<file path="config.mk">
export PLATFORM = sky130hd
export DESIGN_NAME = mult_rr_scheduler
export DESIGN_NICKNAME = d
export VERILOG_FILES = /design/src/rtl/mult_rr_scheduler.sv
export SDC_FILE = /design/constraint.sdc
export NUM_CORES = 1
export LEC_CHECK = 0
export CAP_MARGIN = 20
export CORE_MARGIN = 2
export CORE_UTILIZATION = 35
export CTS_BUF_LIST = sky130_fd_sc_hd__clkbuf_8
export DETAILED_ROUTE_END_ITERATION = 16
export PLACE_DENSITY_LB_ADDON = 0.3
export SKIP_CTS_REPAIR_TIMING = 1
export SYNTH_ARGS = -nofsm -noshare
export SYNTH_HDL_FRONTEND = slang
export SYNTH_SLANG_ARGS = --single-unit
</file>
<file path="constraint.sdc">
create_clock -name clk -period 2 [get_ports clk]
set_input_delay 0.3 -clock clk [delete_from_list [all_inputs] [get_ports clk]]
set_output_delay 0.3 -clock clk [all_outputs]
set_load 0.02 [all_outputs]
</file>
<file path="src/rtl/mult_rr_scheduler.sv">
// mult_rr_scheduler: shares one sequential start/ready multiplier among NREQ
// requesters using round-robin arbitration. The product is returned on a
// shared bus together with a one-cycle req_done pulse to the served slot.
// Optional WAIT watchdog: define MULT_SCHED_TIMEOUT_EN.
module mult_rr_scheduler #(
   parameter int unsigned N              = 8,
   parameter int unsigned NREQ           = 4,
   parameter int unsigned TIMEOUT_CYCLES = 64
) (
   input  logic                    clk,
   input  logic                    rst,
   input  logic [NREQ-1:0]         req_valid,
   input  logic [NREQ*N-1:0]       req_a,
   input  logic [NREQ*N-1:0]       req_b,
   output logic [NREQ-1:0]         req_done,
   output logic [2*N-1:0]          req_product,
   output logic                    req_err,
   output logic                    busy,
   output logic [$clog2(NREQ)-1:0] grant_id,
   output logic                    mul_start,
   output logic [N-1:0]            mul_multiplier,
   output logic [N-1:0]            mul_multiplicand,
   input  logic                    mul_ready,
   input  logic [2*N-1:0]          mul_product
);

   localparam int unsigned IDW = $clog2(NREQ);

   typedef enum logic [1:0] {S_IDLE, S_ISSUE, S_WAIT, S_RESP} state_t;

   state_t          state_q, state_d;
   logic [IDW-1:0]  ptr_q, ptr_d;
   logic [IDW-1:0]  gid_q, gid_d;
   logic [N-1:0]    opa_q, opa_d;
   logic [N-1:0]    opb_q, opb_d;
   logic [2*N-1:0]  prod_q, prod_d;
   logic [NREQ-1:0] done_q, done_d;
   logic            start_q, start_d;
   logic            busy_q, busy_d;

   logic            found;
   logic [IDW-1:0]  win;

`ifdef MULT_SCHED_TIMEOUT_EN
   localparam logic [7:0] TO_LAST = 8'(TIMEOUT_CYCLES - 1);
   logic [7:0] wcnt_q, wcnt_d;
   logic       err_q, err_d;
`endif

   // Round-robin search: first asserted slot starting at ptr, wrapping modulo NREQ
   always_comb begin
      int unsigned idx;
      found = 1'b0;
      win   = ptr_q;
      for (int unsigned off = 0; off < NREQ; off++) begin
         idx = 32'(ptr_q) + off;
         if (idx >= NREQ) idx = idx - NREQ;
         if (!found && req_valid[IDW'(idx)]) begin
            found = 1'b1;
            win   = IDW'(idx);
         end
      end
   end

   // Next-state and registered-output logic for the grant/issue/wait/respond cycle
   always_comb begin
      state_d = state_q;
      ptr_d   = ptr_q;
      gid_d   = gid_q;
      opa_d   = opa_q;
      opb_d   = opb_q;
      prod_d  = prod_q;
      done_d  = '0;
      start_d = 1'b0;
      busy_d  = busy_q;
`ifdef MULT_SCHED_TIMEOUT_EN
      wcnt_d  = wcnt_q;
      err_d   = 1'b0;
`endif
      case (state_q)
         S_IDLE: begin
            if (found) begin
               state_d = S_ISSUE;
               gid_d   = win;
               opa_d   = req_a[32'(win)*N +: N];
               opb_d   = req_b[32'(win)*N +: N];
               start_d = 1'b1;
               busy_d  = 1'b1;
            end
         end
         S_ISSUE: begin
            state_d = S_WAIT;
`ifdef MULT_SCHED_TIMEOUT_EN
            wcnt_d  = '0;
`endif
         end
         S_WAIT: begin
            if (mul_ready) begin
               prod_d  = mul_product;
               done_d  = NREQ'(1) << gid_q;
               state_d = S_RESP;
            end
`ifdef MULT_SCHED_TIMEOUT_EN
            else if (wcnt_q == TO_LAST) begin
               prod_d  = '0;
               err_d   = 1'b1;
               done_d  = NREQ'(1) << gid_q;
               state_d = S_RESP;
            end else begin
               wcnt_d  = wcnt_q + 8'd1;
            end
`endif
         end
         S_RESP: begin
            state_d = S_IDLE;
            busy_d  = 1'b0;
            ptr_d   = (gid_q == IDW'(NREQ - 1)) ? '0 : gid_q + IDW'(1);
         end
         default: state_d = S_IDLE;
      endcase
   end

   // State and output registers with synchronous reset
   always_ff @(posedge clk) begin
      if (rst) begin
         state_q <= S_IDLE;
         ptr_q   <= '0;
         gid_q   <= '0;
         opa_q   <= '0;
         opb_q   <= '0;
         prod_q  <= '0;
         done_q  <= '0;
         start_q <= 1'b0;
         busy_q  <= 1'b0;
`ifdef MULT_SCHED_TIMEOUT_EN
         wcnt_q  <= '0;
         err_q   <= 1'b0;
`endif
      end else begin
         state_q <= state_d;
         ptr_q   <= ptr_d;
         gid_q   <= gid_d;
         opa_q   <= opa_d;
         opb_q   <= opb_d;
         prod_q  <= prod_d;
         done_q  <= done_d;
         start_q <= start_d;
         busy_q  <= busy_d;
`ifdef MULT_SCHED_TIMEOUT_EN
         wcnt_q  <= wcnt_d;
         err_q   <= err_d;
`endif
      end
   end

   assign req_done         = done_q;
   assign req_product      = prod_q;
   assign busy             = busy_q;
   assign grant_id         = gid_q;
   assign mul_start        = start_q;
   assign mul_multiplier   = opa_q;
   assign mul_multiplicand = opb_q;

`ifdef MULT_SCHED_TIMEOUT_EN
   assign req_err = err_q;
`else
   // Without the watchdog the error flag is constant and the limit has no effect
   logic unused_timeout;
   assign unused_timeout = ^32'(TIMEOUT_CYCLES);
   assign req_err        = 1'b0;
`endif

endmodule
</file>
### After elaboration in Yosys (flattened, before gate mapping)

Cells that the tools add are included.

* register bits: 44
* latch bits: 0
* memory bits (writable): 0
* ROM bits: 0
* output and inout port bits: 41
* memories: 0

* add/sub/neg operators: 8
* multipliers: 0
* divide/modulo/power cells: 0
* $lt $le $gt $ge: 8
* equality and inequality tests: 6
* shift-type cells: 3
* multiplexer cells: 27
* bitwise logic cells: 3
* reduce and logical (&&, ||, !) cells: 14

Operator list (count)
* $shiftx A32 B6 Y8: 2
* $mux W2: 11
* $lt A2 B3 Y1 const B: 4
* $mux W1: 10
* $ge A3 B3 Y1 const B: 3
* $bmux W1 S2: 4
* $pmux W2 S4: 1
* $reduce_and A2 Y1: 4
* $sub A2 B1 Y2 const B: 4
* $add A2 B2 Y3 const B: 2
* $eq A2 B2 Y1 const B: 3
* $ne A2 B2 Y1 const B: 2
* $shl A1 B2 Y4 const A: 1
* $add A2 B1 Y3 const B: 1
* $ge A2 B3 Y1 const B: 1
* $logic_and A1 B1 Y1: 3
* $logic_not A1 Y1: 3
* $not A1 Y1: 3
* $reduce_or A3 Y1: 1
* $add A2 B1 Y2 const B: 1
* $eq A2 B1 Y1 const B: 1
* $logic_not A2 Y1: 1
* $pmux W1 S2: 1
* $reduce_bool A2 Y1: 1
* $reduce_or A2 Y1: 1

### Logic depth before layout (Yosys ltp)

* depth after elaboration: 16
* depth in mapped cells: 8

### Worst setup path after synthesis

No wires, ideal clock.

* path kind: register to register
* from: reg ptr_q[1]
* to: reg opb_q[7], in the netlist mul_multiplicand[7]
* library setup time: 122 ps
* arrival: 1563 ps
* data required time: 1878 ps
* slack: 315 ps
* cell stages (with the launch flop): 9
* path buffers: 2
* cells stage by stage: dfxtp_1 > nor3_1 > nor4_2 > or2_1 > buf_4 > buf_4 > nand3_1 > a31oi_1 > a221o_1

* word-level cells in the longest chain between the ends: 15
* elaborated cells on any way between the ends: 39
* those cells by class: add/sub (7); order compare (4); shift (1); mux (20); reduce/logical (7)

RTL lines
* start, declared: RTL line 32 `logic [IDW-1:0] ptr_q, ptr_d;`
* start signal, assigned: RTL line 141 `ptr_q <= ptr_d;`
* parallel branches: the longest is 15 deep, another holds $add A2 B1 Y3
* end signal, assigned: RTL line 144 `opb_q <= opb_d;`
* end, declared: RTL line 35 `logic [N-1:0] opb_q, opb_d;`

Several ways; the timed one is not identified. The select of a mux whose other input is x is not followed.
A chain may end at the register's enable or synchronous reset.

### Worst setup path after layout

* from: in req_valid[2]
* to: reg opb_q[7], in the netlist mul_multiplicand[7]

* word-level cells in the longest chain between the ends: 13
* elaborated cells on any way between the ends: 24
* those cells by class: shift (1); mux (16); reduce/logical (7)

RTL lines
* start, declared: RTL line 12 `input logic [NREQ-1:0] req_valid,`
* $bmux W1 S2: RTL line 58 `if (!found && req_valid[IDW'(idx)]) begin`
* $mux W1 (implied by the code): RTL line 58
* $mux W1: RTL line 58
* $logic_not A1 Y1: RTL line 58
* $logic_and A1 B1 Y1: RTL line 58
* $mux W1: RTL line 58
* $logic_not A1 Y1: RTL line 58
* $logic_and A1 B1 Y1: RTL line 58
* $mux W1: RTL line 58
* $logic_not A1 Y1: RTL line 58
* $logic_and A1 B1 Y1: RTL line 58
* $mux W2 or $mux W1 (tied branches): RTL line 58
* $shiftx A32 B6 Y8 or $reduce_and A2 Y1 (tied branches)

Parallel ways exist; a longest one is shown, timed or not. The select of a mux whose other input is x is not followed.

==> reports/metrics.csv <==
metric,value,unit
overflow,0,
syn-num-nets,348,
yosysWarningCount,0,
power.total,3.22,mW
worst_slew_pin_slew,0.536,ns
peakVddDrop,0.502,mV
first_iter_violations,78,
clk_latency,0.29,ns
vias,2343,
worstPathRequired,2.18,ns
place_hpwl,4820,um
ant_nets,0,
cts_root_buffer,clkbuf_8,
period_minus_slack,1.90,ns
regArea,881,um2
initial_core_util,35.8,%
fin_skew,0.00833,ns
drt-total-wl,6580,um
drive_above_1_share,7.83,%
seqPwrFrac,36.6,%
intPower,2.08,mW
grt_pass1_vias,2164,
via_per_inst,5.12,
num_antenna_cells,0,
critPathKind,in2reg,
critical_path_arrival,2.08,ns
relSlewSlack,64.3,%
io_buffer_count,126,
synth-edff-count,0,
switching_share,35.4,%
cpPeakStageDelay,0.48,ns
final-hold-violation-count,0,
p_leak,1.35,nW
hold_path_class,reg2reg,
drtPass1Iterations,4,
syn_area_per_cell,8.10,um2
pwr-share-comb,45.7,%
worstPathCellList,clkdlybuf4s50_1 -> nor2b_1 -> o21ai_1 -> o211ai_2 -> buf_8 -> nand3_1 -> a31oi_1 -> a221o_1,
cp_slowest_cell,clkdlybuf4s50_1,
nets,473,
yosys-top-cells-count,"44 x dfxtp_1, 44 x nand3_1, 41 x nand2_1, 22 x a21oi_1, 17 x nor2_1",
worst_slack,0.0957,ns
cpLargestDelayFamily,compound AO/OA/AOI/OAI gates,
yosysSeqAreaShare,42.3,%
multi_input_area,1100,um2
synthFlopType,dfxtp_1,
start_kind,input port,
dpl_cell_area,3430,um2
grt_antenna_before_repair,0,
powerDensity,898,nW/um2
end_kind,flip-flop,
syn2layout_area_growth,72.2,%
finalSetupViolCount,0,
netlist_instances,257,
dp_slack,-0.490,ns
ys_seq_elements,44,
die_h,81.1,um
grt_start_max_net_pins,32,
drc,0,
grt.total_usage,18.1,%
outcome,"complete, no violations",
fin_area,3580,um2
num_rows,28,
die_area,6580,um2
async_flop_share,0,%
ios,128,
rsz0062_at_grt,yes,
post-route-period-util,95.2,%
cts.sinks,44,
cts_made_buffers,5,
synth_top_area_share,42.3,%
fillers,535,
grt_pass1_wl,9450,um
maxCapViolCount,0,
p_clk_share,17.7,%
fmax,525,MHz
p_sw,1.14,mW
synthTopCellsByArea,"dfxtp_1 42%, nand3_1 11%, nand2_1 7.4%",
dieWidth,81.1,um
gp_congestion,0.757,
slew_violations,0,
netlist_area,2080,um2
clockBufferDepth,2,
cp_num_buf_inv,2,
fin_setup_tns,0,ns
cts.clk_slew.worst_paths,0.08,ns
synth.distinct_cells,34,
core,5820,um2
wl_per_cell,14.4,um
cts_max_level,2,
yosys.area.top_type,dfxtp_1,
cts_tree,built,
cp_max_fo,31,
per-layer routing:
metal	share of wire (%)	wire length (um)	up-vias	GRT usage, %
li1	-	-	1167	-
met1	41	2710	1086	20.4
met2	52	3450	84	34.4
met3	5.3	348	6	3.56
met4	1.1	70	0	4.92
met5	0	0	-	0
cell type report:
type | count | area share [%]
repair buffers | 139 | 39.2
well taps | 75 | 2.62
clock inverters | 2 | 0.279
multi-input cells | 188 | 30.6
inverters | 4 | 0.419
clock buffers | 6 | 2.30
flip-flops and latches | 44 | 24.6
flip-flops by register name, indices dropped and copies added (netlist names):
name / cells
mul_multiplicand: 8
busy: 1
grant_id: 2
state_q: 2
ptr_q: 2
req_done: 4
req_product: 16
mul_start: 1
mul_multiplier: 8
stage by stage:
step | instances | hold WS, ns | utilization, %
4_1_cts | 457 | 0.458 | 60.6
3_3_place_gp | 449 | 0.442 | 59.0
5_1_grt | 458 | 0.478 | 61.6
3_5_place_dp | 449 | 0.447 | 59.0
2_1_floorplan | 257 | 0.436 | -
6_report | 458 | 0.456 | 61.6
power groups by stage:
stage	logic [mW]	registers, mW	clock network, mW
finish	1.47	1.18	0.570
global route	1.59	1.20	0.622
CTS	1.46	1.18	0.584
detailed placement	1.45	1.19	0
global placement	1.43	1.19	0
floorplan	0.593	1.38	0
layout by cell type (no fill, tap or decap):
cell             count
dfxtp_1             44
a221o_1             14
a21oi_1             22
nor2_1              17
nor2b_2              1
nor3_4               1
nor4_4               1
a32o_1               1
and2_1               1
inv_1                4
a211o_1              2
clkbuf_8             6
ha_1                 4
nand2b_4             1
nor4_1               1
nor4_2               1
nand3_1             44
nor2b_1              4
mux2i_1              4
o21a_1               1
buf_12               2
clkdlybuf4s50_1    124
o211ai_2             1
a31oi_1             14
and3_1               1
buf_4                8
or2_1                2
o21ai_1              1
nor3_1               4
nor2_2               1
clkinv_2             2
and3b_2              1
dlymetal6s2s_1       2
conb_1               1
nand2_1             41
buf_8                1
o211a_2              1
buf_6                2
worst register-to-register path, stage by stage (launching register included):
cell     delay [ns]
dfxtp_1        0.33
and3b_2        0.23
nor4_4         0.28
or2_1          0.20
buf_12         0.17
mux2i_1        0.19
nor3_1         0.06
a211o_1        0.27
cell families after synthesis:
| family | count (synthesis) | share of synthesized area (%) |
|---|---|---|
| and+or+nand+nor | 122 | 28.1 |
| AOI/OAI and AO/OA | 57 | 19.2 |
| DFF | 44 | 42.3 |
| buffers and inverters | 25 | 5.83 |
| muxes | 4 | 1.92 |
| adders and majority gates | 4 | 2.41 |
| other | 1 | 0.180 |
final timing paths:
| kind | from | end | cells past startpoint | slack, ns |
|---|---|---|---|---|
| setup / recovery | req_valid[2] | mul_multiplicand[7] | 8 | 0.1 |
| hold / removal | req_product[3] | req_product[3] | 2 | 0.46 |
| setup reg to reg | ptr_q[1] | mul_multiplier[7] | 7 | 0.18 |
| hold reg to reg | req_product[3] | req_product[3] | 2 | 0.46 |
(Power assumes the default switching activity.)
